## config.mk

```make
export PLATFORM = sky130hd
export DESIGN_NAME = fifo_bist_wr_ctrl
export DESIGN_NICKNAME = d
export VERILOG_FILES = /design/src/rtl/fifo_bist_pkg.sv /design/src/rtl/fifo_bist_pat_gen.sv /design/src/rtl/fifo_bist_wr_ctrl.sv
export SDC_FILE = /design/constraint.sdc
export NUM_CORES = 1
export LEC_CHECK = 0
export CAP_MARGIN = 15
export CORE_ASPECT_RATIO = 1.75
export CORE_MARGIN = 1.5
export CORE_UTILIZATION = 45
export DETAILED_ROUTE_END_ITERATION = 12
export PLACE_DENSITY = 0.78
export RECOVER_POWER = 25
export SLEW_MARGIN = 25
export SYNTH_ARGS = -nofsm -noshare
export SYNTH_HDL_FRONTEND = slang
export SYNTH_SLANG_ARGS = --single-unit
```

## constraint.sdc

```tcl
create_clock -name CLK -period 2.3 [get_ports CLK]
set_clock_uncertainty 0.2 [all_clocks]
set_input_delay 0.575 -clock CLK [delete_from_list [all_inputs] [get_ports CLK]]
set_output_delay 0.575 -clock CLK [all_outputs]
set_load 0.005 [all_outputs]
```

## src/rtl/fifo_bist_pkg.sv

```systemverilog
// Shared types and constants for the FIFO BIST write sequencer and the
// pattern generator it shares with the read-side checker.
package fifo_bist_pkg;

    localparam int NPAT = 5;

    typedef enum logic [2:0] {
        S_IDLE,
        S_WRITE,
        S_CHK_FULL,
        S_REQ_HI,
        S_REQ_LO,
        S_DONE
    } state_e;

    typedef enum logic [2:0] {
        PAT_ZERO = 3'd0,
        PAT_ONE  = 3'd1,
        PAT_CHK  = 3'd2,
        PAT_ICHK = 3'd3,
        PAT_ADDR = 3'd4
    } pat_e;

endpackage

```

## src/rtl/fifo_bist_pat_gen.sv

```systemverilog
// Combinational BIST data pattern: (pattern id, word index) -> data word.
// The read-side checker instantiates the same block to form expected data.
module fifo_bist_pat_gen
    import fifo_bist_pkg::*;
#(
    parameter int WIDTH = 8,
    parameter int IDX_W = 4
) (
    input  logic [2:0]       pat_id,
    input  logic [IDX_W-1:0] idx,
    output logic [WIDTH-1:0] data
);

    logic [WIDTH-1:0] chk;
    logic [WIDTH-1:0] addr;

    // Checkerboard flips phase on every word so adjacent cells and words differ.
    assign chk = idx[0] ? {(WIDTH/2){2'b10}} : {(WIDTH/2){2'b01}};

    generate
        if (IDX_W >= WIDTH) begin : g_addr_trunc
            assign addr = idx[WIDTH-1:0];
        end else begin : g_addr_ext
            assign addr = {{(WIDTH-IDX_W){1'b0}}, idx};
        end
    endgenerate

    always_comb begin
        data = '0;
        case (pat_id)
            PAT_ZERO: data = '0;
            PAT_ONE:  data = '1;
            PAT_CHK:  data = chk;
            PAT_ICHK: data = ~chk;
            PAT_ADDR: data = addr;
            default:  data = '0;
        endcase
    end

endmodule

```

## src/rtl/fifo_bist_wr_ctrl.sv

```systemverilog
// BIST write-side sequencer: fills the FIFO once per pattern, verifies the
// full flag timing, then hands each load to the read checker via REQ/ACK.
module fifo_bist_wr_ctrl
    import fifo_bist_pkg::*;
#(
    parameter int WIDTH   = 8,
    parameter int DEPTH   = 10,
    parameter int FULL_TO = 4
) (
    input  logic             CLK,
    input  logic             RST,
    input  logic             START,
    input  logic             W_FULL,
    input  logic             PASS_ACK,
    output logic             W_INC,
    output logic [WIDTH-1:0] W_DATA,
    output logic             PASS_REQ,
    output logic [2:0]       PAT_ID,
    output logic             BUSY,
    output logic             DONE,
    output logic             OVF_ERR,
    output logic             FULL_ERR
);

    localparam int CW = $clog2(DEPTH + 1);
    localparam int TW = $clog2(FULL_TO + 1);
    localparam logic [CW-1:0] LAST_IDX = CW'(DEPTH - 1);
    localparam logic [TW-1:0] TMO_LAST = TW'(FULL_TO - 1);
    localparam logic [2:0]    PAT_LAST = 3'(NPAT - 1);

    state_e        state, state_nx;
    logic [CW-1:0] wr_cnt, wr_cnt_nx;
    logic [TW-1:0] tmo, tmo_nx;
    logic [2:0]    pat, pat_nx;
    logic          ovf, ovf_nx;
    logic          ferr, ferr_nx;
    logic          wr;

    // Strobe is combinational so a write can never coincide with W_FULL.
    assign wr = (state == S_WRITE) && !W_FULL && !RST;

    always_ff @(posedge CLK) begin
        if (RST) begin
            state  <= S_IDLE;
            wr_cnt <= '0;
            tmo    <= '0;
            pat    <= '0;
            ovf    <= 1'b0;
            ferr   <= 1'b0;
        end else begin
            state  <= state_nx;
            wr_cnt <= wr_cnt_nx;
            tmo    <= tmo_nx;
            pat    <= pat_nx;
            ovf    <= ovf_nx;
            ferr   <= ferr_nx;
        end
    end

    always_comb begin
        state_nx  = state;
        wr_cnt_nx = wr_cnt;
        tmo_nx    = tmo;
        pat_nx    = pat;
        ovf_nx    = ovf;
        ferr_nx   = ferr;
        unique case (state)
            S_IDLE, S_DONE: begin
                if (START) begin
                    state_nx  = S_WRITE;
                    wr_cnt_nx = '0;
                    tmo_nx    = '0;
                    pat_nx    = '0;
                    ovf_nx    = 1'b0;
                    ferr_nx   = 1'b0;
                end
            end
            S_WRITE: begin
                if (W_FULL) begin
                    // Early full: flag it, but still hand off the partial load.
                    ovf_nx   = 1'b1;
                    state_nx = S_REQ_HI;
                end else begin
                    wr_cnt_nx = wr_cnt + 1'b1;
                    if (wr_cnt == LAST_IDX) begin
                        state_nx = S_CHK_FULL;
                        tmo_nx   = '0;
                    end
                end
            end
            S_CHK_FULL: begin
                if (W_FULL) begin
                    state_nx = S_REQ_HI;
                end else if (tmo == TMO_LAST) begin
                    ferr_nx  = 1'b1;
                    state_nx = S_REQ_HI;
                end else begin
                    tmo_nx = tmo + 1'b1;
                end
            end
            S_REQ_HI: begin
                if (PASS_ACK) state_nx = S_REQ_LO;
            end
            S_REQ_LO: begin
                if (!PASS_ACK) begin
                    if (pat == PAT_LAST) begin
                        state_nx = S_DONE;
                    end else begin
                        pat_nx    = pat + 1'b1;
                        wr_cnt_nx = '0;
                        state_nx  = S_WRITE;
                    end
                end
            end
            default: state_nx = S_IDLE;
        endcase
    end

    fifo_bist_pat_gen #(
        .WIDTH (WIDTH),
        .IDX_W (CW)
    ) u_pat_gen (
        .pat_id (pat),
        .idx    (wr_cnt),
        .data   (W_DATA)
    );

    assign W_INC    = wr;
    assign PASS_REQ = (state == S_REQ_HI);
    assign BUSY     = (state != S_IDLE) && (state != S_DONE);
    assign DONE     = (state == S_DONE);
    assign PAT_ID   = pat;
    assign OVF_ERR  = ovf;
    assign FULL_ERR = ferr;

endmodule

```

==> impl_metrics.toml <==
[synth]
synth_top_area_share_pct = 25.2
synth_edf_count = 0
synth.yosys.seq_area_share_pct = 25.2
synthArstFlopShare_pct = 0
syn-cell-area_um2 = 1190
ys_warn_count = 0
syn_inst = 152
synthTopCellsByArea = "dfxtp_1 (25%), ha_1 (9.5%), inv_1 (4.1%)"
synth-seq-cells = 15
synth_cell_types = 41
syn_nets = 166
synth_top_cell_by_area = "dfxtp_1"
synth_flop_cell = "dfxtp_1"
synth.avg_cell_area_um2 = 7.84

[min_path]
hold_depth = 2
holdCritPathClass = "reg2reg"

[detailed_routing]
routed_wl_mm = 3.65
antenna_left = 0
drc = 0
vias = 1358
drt-initial-drc-count = 33
dr.pass1.iters = 4
via_per_inst = 5.98
wl_per_cell_um = 16.1

[cts]
clockRootBuffer = "clkbuf_8"
cts_buffers = 3
clk_latency_ns = 0.26
cts_tree = "built"
clockBufferDepth = 2
path_clk_slew_ns = 0.07
htreeDepth = 1
cts.sinks = 15

[critical_path]
rr_endpoint = "PAT_ID[0]"
path_class = "reg2out"
cp.arrival_ns = 1.61
r2r-start = "PAT_ID[1]"
rrSetupSlack_ns = 0.11
end_kind = "output port"
endpoint = "W_DATA[3]"
rr_worst_depth = 7
crit_fanout = 5
required_ns = 1.52
critPathLaunchType = "flop"
crit_start = "PAT_ID[0]"

[finish]
area_delta_synth_final_pct = 50.8
fillers = 202
nNetsFinal = 216
postLayoutCellArea_um2 = 1800
antenna_cells = 0
final_cell_mix = "buf_4 (32), inv_1 (12), dfxtp_1 (10)"
mostFrequentLayoutCell = "buf_4"
drive_above_1_share_pct = 33.3
final_core_util_pct = 72.1

[die]
fp.dieH_um = 71.1
io_pins = 22
die_x_um = 41.9
placeableCoreArea_um2 = 2490
dieArea_um2 = 2980
std_cell_rows = 24
start_util_pct = 47.8

[sta]
setup_viol = 7
tightest_slew_ns = 0.436
max_freq_ghz = 0.419
hold_viol = 0
layout_setup_ws_ns = -0.0871
rsz0062_at_grt = "yes"
hold_slack_ns = 0.303
fin_crit_ns = 2.39
fin_crit_sh_pct = 104
slew_violations = 0
slew_headroom_pct = 70.6

[power]
p_int_uw = 633
switching_share_pct = 36.0
cellPowerDensity_nw_per_um2 = 551
leakagePower_nw = 0.834
p_clk_share_pct = 23.1
pwr-share-seq_pct = 31.9
ir_drop_mv = 0.459
p_switching_uw = 357
combPwrFrac_pct = 45.0

[global_route]
grt_pass1_vias = 1317
grt_max_degree = 20
grtUsageTotal_pct = 23.5
grt_antenna_before_repair = 0
overflow = 0
grt_pass1_wl_mm = 5.53

[place]
placed_cell_area_um2 = 1570
place.port_buffers = 21
gp_congestion = 0.842
dp_hpwl_mm = 2.40

[outcome]
status = "finished, violations left"
violations = "negative setup slack"

[job]
maxCapViolCount = 0
[worst min path at each step]
| stage | start | end |
|---|---|---|
| after floorplan | wr_cnt[3] | wr_cnt[3] |
| after global placement | OVF_ERR | OVF_ERR |
| after detailed placement | OVF_ERR | OVF_ERR |
| after CTS | OVF_ERR | OVF_ERR |
| after global routing | OVF_ERR | OVF_ERR |
| final | OVF_ERR | OVF_ERR |
[stage by stage]
step | worst slack, ns | total power [mW] | TNS (ns) | std cells
floorplan | 0.320 | 0.537 | 0 | 152
global placement | -0.280 | 0.681 | -1.99 | 215
detailed placement | -0.260 | 0.695 | -2.98 | 215
CTS | -0.214 | 0.917 | -1.14 | 223
global route | -0.150 | 1.03 | -0.923 | 227
finish | -0.0871 | 0.990 | -0.475 | 227
[layer usage]
layer  share of wire [%]  global-route usage (%)  vias up
met5                   0                       0        -
met4                 2.2                    10.4        0
met2                  57                    47.6       37
met1                  38                    22.0      665
met3                 3.2                    3.06        9
li1                    -                       -      647
[state kept, by name (all words and copies together), names as in the netlist]
| name | count |
|---|---|
| FULL_ERR | 1 |
| PAT_ID | 3 |
| state | 3 |
| tmo | 3 |
| wr_cnt | 4 |
| OVF_ERR | 1 |
[what timing repair did]
item	in CTS	in global routing
buffers inserted	4	5
pin swaps	3	4
hold buffers	0	0
setup endpoints to repair	11	21
resized for setup	23	36
[power groups by stage]
stage | logic (mW) | registers [mW] | clock network (mW)
5_1_grt | 0.479 | 0.320 | 0.234
3_5_place_dp | 0.380 | 0.315 | 0
2_1_floorplan | 0.222 | 0.315 | 0
4_1_cts | 0.388 | 0.308 | 0.220
6_report | 0.445 | 0.316 | 0.229
3_3_place_gp | 0.369 | 0.312 | 0
[worst max-delay path, cell delays in order, from the launching register on]
cell	delay, ns
dfxtp_4	0.37
buf_4	0.16
ha_4	0.16
a21oi_2	0.11
o22ai_2	0.12
a21o_1	0.17
dlygate4sd2_1	0.26
[area by class of cell]
cell class | instances | area, µm² | area share (%)
multi-input cells | 114 | 902 | 50.2
repair buffers | 55 | 454 | 25.3
flip-flops and latches | 15 | 312 | 17.3
inverters | 13 | 51.3 | 2.86
clock buffers | 4 | 45.0 | 2.51
well taps | 26 | 32.5 | 1.81
[synthesized netlist by cell type, types with 4 or more instances]
master and n:
a21o_1 5, a21oi_1 9, buf_4 4, dfxtp_1 15, ha_1 9, inv_1 13
mux2i_1 4, nand2_1 8, nand2b_1 4, nand3_1 8, nand3b_1 4, nor2_1 9
nor2b_1 4, nor3_1 5, o21ai_0 4
[cells by family after synthesis]
group | Yosys count | share of synthesized area, %
compound gates | 44 | 26.2
mux | 4 | 3.36
fa+ha+maj | 9 | 9.45
flops | 15 | 25.2
simple gates | 57 | 27.0
buf+inv | 23 | 8.82
No activity file was read; power rests on OpenSTA's default activity.
==> edit 1: new RTL, same settings <==
Reset style: asynchronous (`RST`), changed in one clocked block.
--- a/src/rtl/fifo_bist_wr_ctrl.sv
+++ b/src/rtl/fifo_bist_wr_ctrl.sv
@@ -39,7 +39,7 @@
     // Strobe is combinational so a write can never coincide with W_FULL.
     assign wr = (state == S_WRITE) && !W_FULL && !RST;
 
-    always_ff @(posedge CLK) begin
+    always_ff @(posedge CLK or posedge RST) begin
         if (RST) begin
             state  <= S_IDLE;
             wr_cnt <= '0;
Behaviour: differs if RST is asserted again (counterexample within 4 cycles, from zero or initial values and one cycle with RST high); with RST held inactive, the same outputs for 10 cycles.
==> edit 1 against the original RTL <==
  * Critical endpoint is now W_DATA[2]
  * Count of clock-buffer cells in the layout decreased by 1
  * Final area down 7.0%
  * Synthesized area is 8.8% lower
  * Wire length is 9.0% lower
  * First-iteration DRC count increased by 3.0%
  * Setup slack got worse by 59 ps
  * The flow still finishes with violations (setup timing)
  * Sequential cell count is the same
Power is not compared: it rests on default switching activity, and its combinational part moved more than twofold at a synthesized area within 25%.
==> edit 1: results (changes against the original RTL) <==
* First-pass GRT wire length at 5130 um (was 5530 um)
* Vias post-DR at 1099 (was 1358)
* CP startpoint: PAT_ID[0]$_DFFE_PP0P_ (was PAT_ID[0]$_SDFFE_PP0P_)
* Post-Layout Inst Area at 1670 um2 (was 1800 um2)
* Iteration-0 DRC Markers at 34 (was 33)
* Comb. pwr at 0.00135 W
* Wire length per cell at 17.2 um (was 16.1 um)
* Largest register FFs at 4 (unchanged)
* Worst r2r src: state[2]$_DFFE_PP0P_ (was PAT_ID[1]$_SDFFE_PP0P_)
* Most frequent cells after synthesis: dfrtp_1 (15), nor2_1 (12), inv_1 (11), ha_1 (9), nand2_1 (9) (was dfxtp_1 (15), inv_1 (13), a21oi_1 (9), ha_1 (9), nor2_1 (9))
* Rel. slew slack at 60.9% (was 70.6%)
* Register area share after synthesis at 34.6% (was 25.2%)
* Initial antenna violation count at 0 (unchanged)
* Nets at 183 (was 216)
* Wire length on met2 at 1950 um (was 2070 um)
* Met1 Track Usage GR at 24.8% (was 22.0%)
* Crit path max fanout at 4 (was 5)
* Final setup fails at 5 (was 7)
* Run status: finished with violations (unchanged)
* CTS root buffer: clkbuf_8 (unchanged)
* PD cells at 1200 nW/um2
* Die extent in x at 40.1 um (was 41.9 um)
* Area contributors post-synth: dfrtp_1 (35%), ha_1 (10%), nor2_1 (4.1%), inv_1 (3.8%), nand2_1 (3.1%) (was dfxtp_1 (25%), ha_1 (9.5%), inv_1 (4.1%), a21oi_1 (3.8%), mux2i_1 (3.4%))
* Reg2reg end: state[0]$_DFFE_PP0P_ (was PAT_ID[0]$_SDFFE_PP0P_)
* Grt met3 use at 3.57% (was 3.06%)
* Final GP Congestion at 0.943 (was 0.842)
* Syn_nets at 132 (was 166)
* Crit path capture: W_DATA[2] (was W_DATA[3])
* FF-to-FF setup slack at 50 ps (was 110 ps)
* M1 wire length at 1130 um (was 1380 um)
* Worst setup margin at -146 ps (was -87.1 ps)
* Met3 WL at 162 um (was 118 um)
* Setup bufs post-CTS at 8 (was 4)
* Layout cells sized above 1 at 44.0% (was 33.3%)
* Clock transition at path regs at 70 ps (about the same)
* Failing checks: setup timing (unchanged)
* CP arrival at 1670 ps (was 1610 ps)
* Async S/R FF share, synth at 100% (was 0%)
* # diodes at 0 (unchanged)
* Filler instances at 182 (was 202)
* Max rail drop VDD at 0.775 mV
* GR Util All Layers at 28.4% (was 23.5%)
* Routing usage on met2 at 56.0% (was 47.6%)
* Largest net degree at the start of global routing at 17 (was 20)
* Placed cell areas at 1460 um2 (was 1570 um2)
* DP HPWL at 2160 um (was 2400 um)
* Router iterations before antenna repair at 4 (unchanged)
* Cells on worst reg2reg path at 7 (unchanged)
* Post-cts repair resize count at 66 (was 23)
* Num CTS Buffers at 3 (unchanged)
-- edit 1: critical path, cell delays in order (launching register included) --
cell and delay [ps]:
dfrtp_1 420, inv_2 80, ha_4 160, nor2b_4 120, o21ai_2 130, nand2_1 90
buf_4 140, a21o_1 140, buf_2 120
-- edit 1: worst min path at each step --
stage	slack, ps	from	cells after the start	endpoint
after floorplan	280	RST	1	FULL_ERR$_DFFE_PP0P_
after detailed placement	300	tmo[2]$_DFFE_PP0P_	1	tmo[2]$_DFFE_PP0P_
after CTS	320	tmo[2]$_DFFE_PP0P_	1	tmo[2]$_DFFE_PP0P_
after global routing	340	tmo[1]$_DFFE_PP0P_	1	tmo[1]$_DFFE_PP0P_
after global placement	290	OVF_ERR$_DFFE_PP0P_	1	OVF_ERR$_DFFE_PP0P_
final	310	tmo[2]$_DFFE_PP0P_	1	tmo[2]$_DFFE_PP0P_
-- edit 1: area by class of cell --
class / instances / area share, %
well taps: 25 / 1.87
clock buffers: 3 / 2.47
clock inverters: 1 / 0.449
repair buffers: 51 / 24.3
multi-input cells: 87 / 45.8
inverters: 11 / 2.47
flip-flops and latches: 15 / 22.6
-- edit 1: metrics by stage --
step | setup TNS [ps] | hold WS, ps | instances | setup WS, ps
5_1_grt | -815 | 336 | 193 | -270
6_report | -325 | 312 | 193 | -146
3_3_place_gp | -3180 | 291 | 180 | -602
4_1_cts | -495 | 316 | 192 | -125
3_5_place_dp | -4360 | 301 | 180 | -628
2_1_floorplan | 0 | 276 | 118 | 249
-- edit 1: cells by family after synthesis --
kind of cell	Yosys count	share of synthesized area, %
buffers and inverters	16	6.45
AO/OA/AOI/OAI	30	20.5
adder cells (fa/ha/maj)	9	10.4
flip-flops	15	34.6
XOR/XNOR	1	0.807
multiplexers	8	7.95
AND/OR/NAND/NOR	39	19.4
==> edit 2: new RTL, config.mk and constraints unchanged <==
Without the edit above. `WIDTH` is set to 8 in 2 places; all go to 10.
--- a/src/rtl/fifo_bist_pat_gen.sv
+++ b/src/rtl/fifo_bist_pat_gen.sv
@@ -3,7 +3,7 @@
 module fifo_bist_pat_gen
     import fifo_bist_pkg::*;
 #(
-    parameter int WIDTH = 8,
+    parameter int WIDTH = 10,
     parameter int IDX_W = 4
 ) (
     input  logic [2:0]       pat_id,
--- a/src/rtl/fifo_bist_wr_ctrl.sv
+++ b/src/rtl/fifo_bist_wr_ctrl.sv
@@ -3,7 +3,7 @@
 module fifo_bist_wr_ctrl
     import fifo_bist_pkg::*;
 #(
-    parameter int WIDTH   = 8,
+    parameter int WIDTH   = 10,
     parameter int DEPTH   = 10,
     parameter int FULL_TO = 4
 ) (
Ports: changed (resized W_DATA); port bits go from 22 to 24. The function was not compared with the original's and may differ.
==> edit 2 against the original RTL <==
  * The run still ends with setup timing left
  * Power fell by 4.6%
  * Combinational power down 7.9%
  * Synthesized area grew 1.3%
  * Setup slack improved by 22 ps
  * Final cell count shrank 0.88%
  * Sequential cell count did not move
  * First-iteration DRC count up 30%
  * Final area down 0.63%
  * Wire length fell by 3.6%
  * Via count shrank 1.8%
  * Critical path depth is the same
  * Maximum frequency increased by 0.95%
  * Die area is 1.2% higher
  * Critical path type is now in2reg
  * Largest cell class unchanged
==> edit 2: results (changes against the original RTL) <==
* Run status: finished with violations (unchanged)
* FF-to-FF setup slack at 150 ps (was 110 ps)
* DP HPWL at 2520 um (was 2400 um)
* Crit path max fanout at 4 (was 5)
* Register area share after synthesis at 24.9% (was 25.2%)
* CP arrival at 2350 ps (was 1610 ps)
* Iteration-0 DRC Markers at 43 (was 33)
* Final WL at 3520 um (was 3650 um)
* Mux contribution to synthesized area at 3.32% (was 3.36%)
* Worst r2r src: PAT_ID[0]$_SDFFE_PP0P_ (was PAT_ID[1]$_SDFFE_PP0P_)
* Leak at 0.820 nW (was 0.834 nW)
* Slowest CP cell: dlygate4sd3_1 (was dfxtp_4)
* Placed cell areas at 1610 um2 (was 1570 um2)
* Failing checks: setup timing (unchanged)
* Largest net degree at the start of global routing at 14 (was 20)
* Largest stage delay on the critical path at 630 ps (was 370 ps)
* Complex-gate fraction of the synthesized area at 25.8% (was 26.2%)
* Rel. slew slack at 73.2% (was 70.6%)
* Vias in the first global route at 1376 (was 1317)
* GR Util All Layers at 24.4% (was 23.5%)
* DR vias/cell at 5.93 (was 5.98)
* Reg2reg end: PAT_ID[1]$_SDFFE_PP0P_ (was PAT_ID[0]$_SDFFE_PP0P_)
* Quantity of I/O buffers inserted on ports at 23 (was 21)
* Max rail drop VDD at 0.477 mV (was 0.459 mV)
* Sw power at 0.000338 W (was 0.000357 W)
* Filler instances at 219 (was 202)
* Area contributors post-synth: dfxtp_1 (25%), ha_1 (9.3%), inv_1 (4.0%), a21oi_1 (3.7%), buf_4 (3.7%) (was dfxtp_1 (25%), ha_1 (9.5%), inv_1 (4.1%), a21oi_1 (3.8%), mux2i_1 (3.4%))
* Layout cells sized above 1 at 33.2% (was 33.3%)
* Worst setup margin at -64.8 ps (was -87.1 ps)
* Final setup fails at 7 (unchanged)
[edit 2: cell count changes in the layout (fill, tap and decap cells not counted), sizes merged]
cell	unedited run	this run
buf	35	30
clkbuf	7	11
clkdlybuf4s50	9	6
dlygate4sd3	0	3
dlygate4sd2	5	4
[edit 2: power groups by stage]
stage	Sequential, W	Combinational [W]	Clock, W
after floorplan	0.000315	0.000223	0
after global placement	0.000314	0.000369	0
after detailed placement	0.000316	0.000387	0
after CTS	0.000318	0.000401	0.000222
after global routing	0.000322	0.000447	0.000231
final	0.000318	0.000410	0.000216
[edit 2: metrics by stage]
| stage | TNS, ps | cells | hold slack [ps] | setup WS [ps] |
|---|---|---|---|---|
| 3_5_place_dp | -2200 | 219 | 290 | -330 |
| 3_3_place_gp | -1520 | 219 | 273 | -281 |
| 6_report | -231 | 225 | 301 | -64.8 |
| 2_1_floorplan | 0 | 154 | 264 | 293 |
| 5_1_grt | -663 | 225 | 343 | -120 |
| 4_1_cts | -245 | 224 | 303 | -55.3 |
[edit 2: critical path, delay by kind of cell]
kind | cells | cell delay, ps
muxes | 1 | 210
buffers and inverters | 2 | 830
AOI/OAI and AO/OA | 2 | 660
and+or+nand+nor | 1 | 60
[edit 2: layer usage]
layer  global-route usage (%)  routed length (um)
met2                     47.9                1960
met4                     14.9                 120
met5                        0                   0
met3                     2.02                 140
met1                     23.5                1290
[edit 2: worst max path at each step]
stage / start / to / slack, ps / cells after the start
6_report: START / wr_cnt[3]$_SDFFE_PP0P_ / -60 / 6
5_1_grt: START / wr_cnt[3]$_SDFFE_PP0P_ / -120 / 6
4_1_cts: PAT_ID[1]$_SDFFE_PP0P_ / W_DATA[2] / -60 / 8
3_5_place_dp: W_FULL / W_INC / -330 / 3
3_3_place_gp: RST / W_INC / -280 / 3
2_1_floorplan: PAT_ID[0]$_SDFFE_PP0P_ / W_DATA[7] / 290 / 5
[edit 2: logic make-up after synthesis]
family          after synthesis
mux                           4
simple gates                 57
flops                        15
buf+inv                      25
fa+ha+maj                     9
compound gates               44
[edit 2: what timing repair did]
action                                  in CTS  in global routing
resized for setup                           41                 29
endpoints found under the setup margin      13                 21
pin swaps                                    5                  5
setup buffers                                2                  1
cloned                                       0                  0
[edit 2: cell type report]
class	instances	area share, %
clock buffer	4	2.52
inverter	13	2.87
multi-input combinational	114	51.9
sequential	15	17.4
tap	26	1.82
timing repair buffer	53	23.5
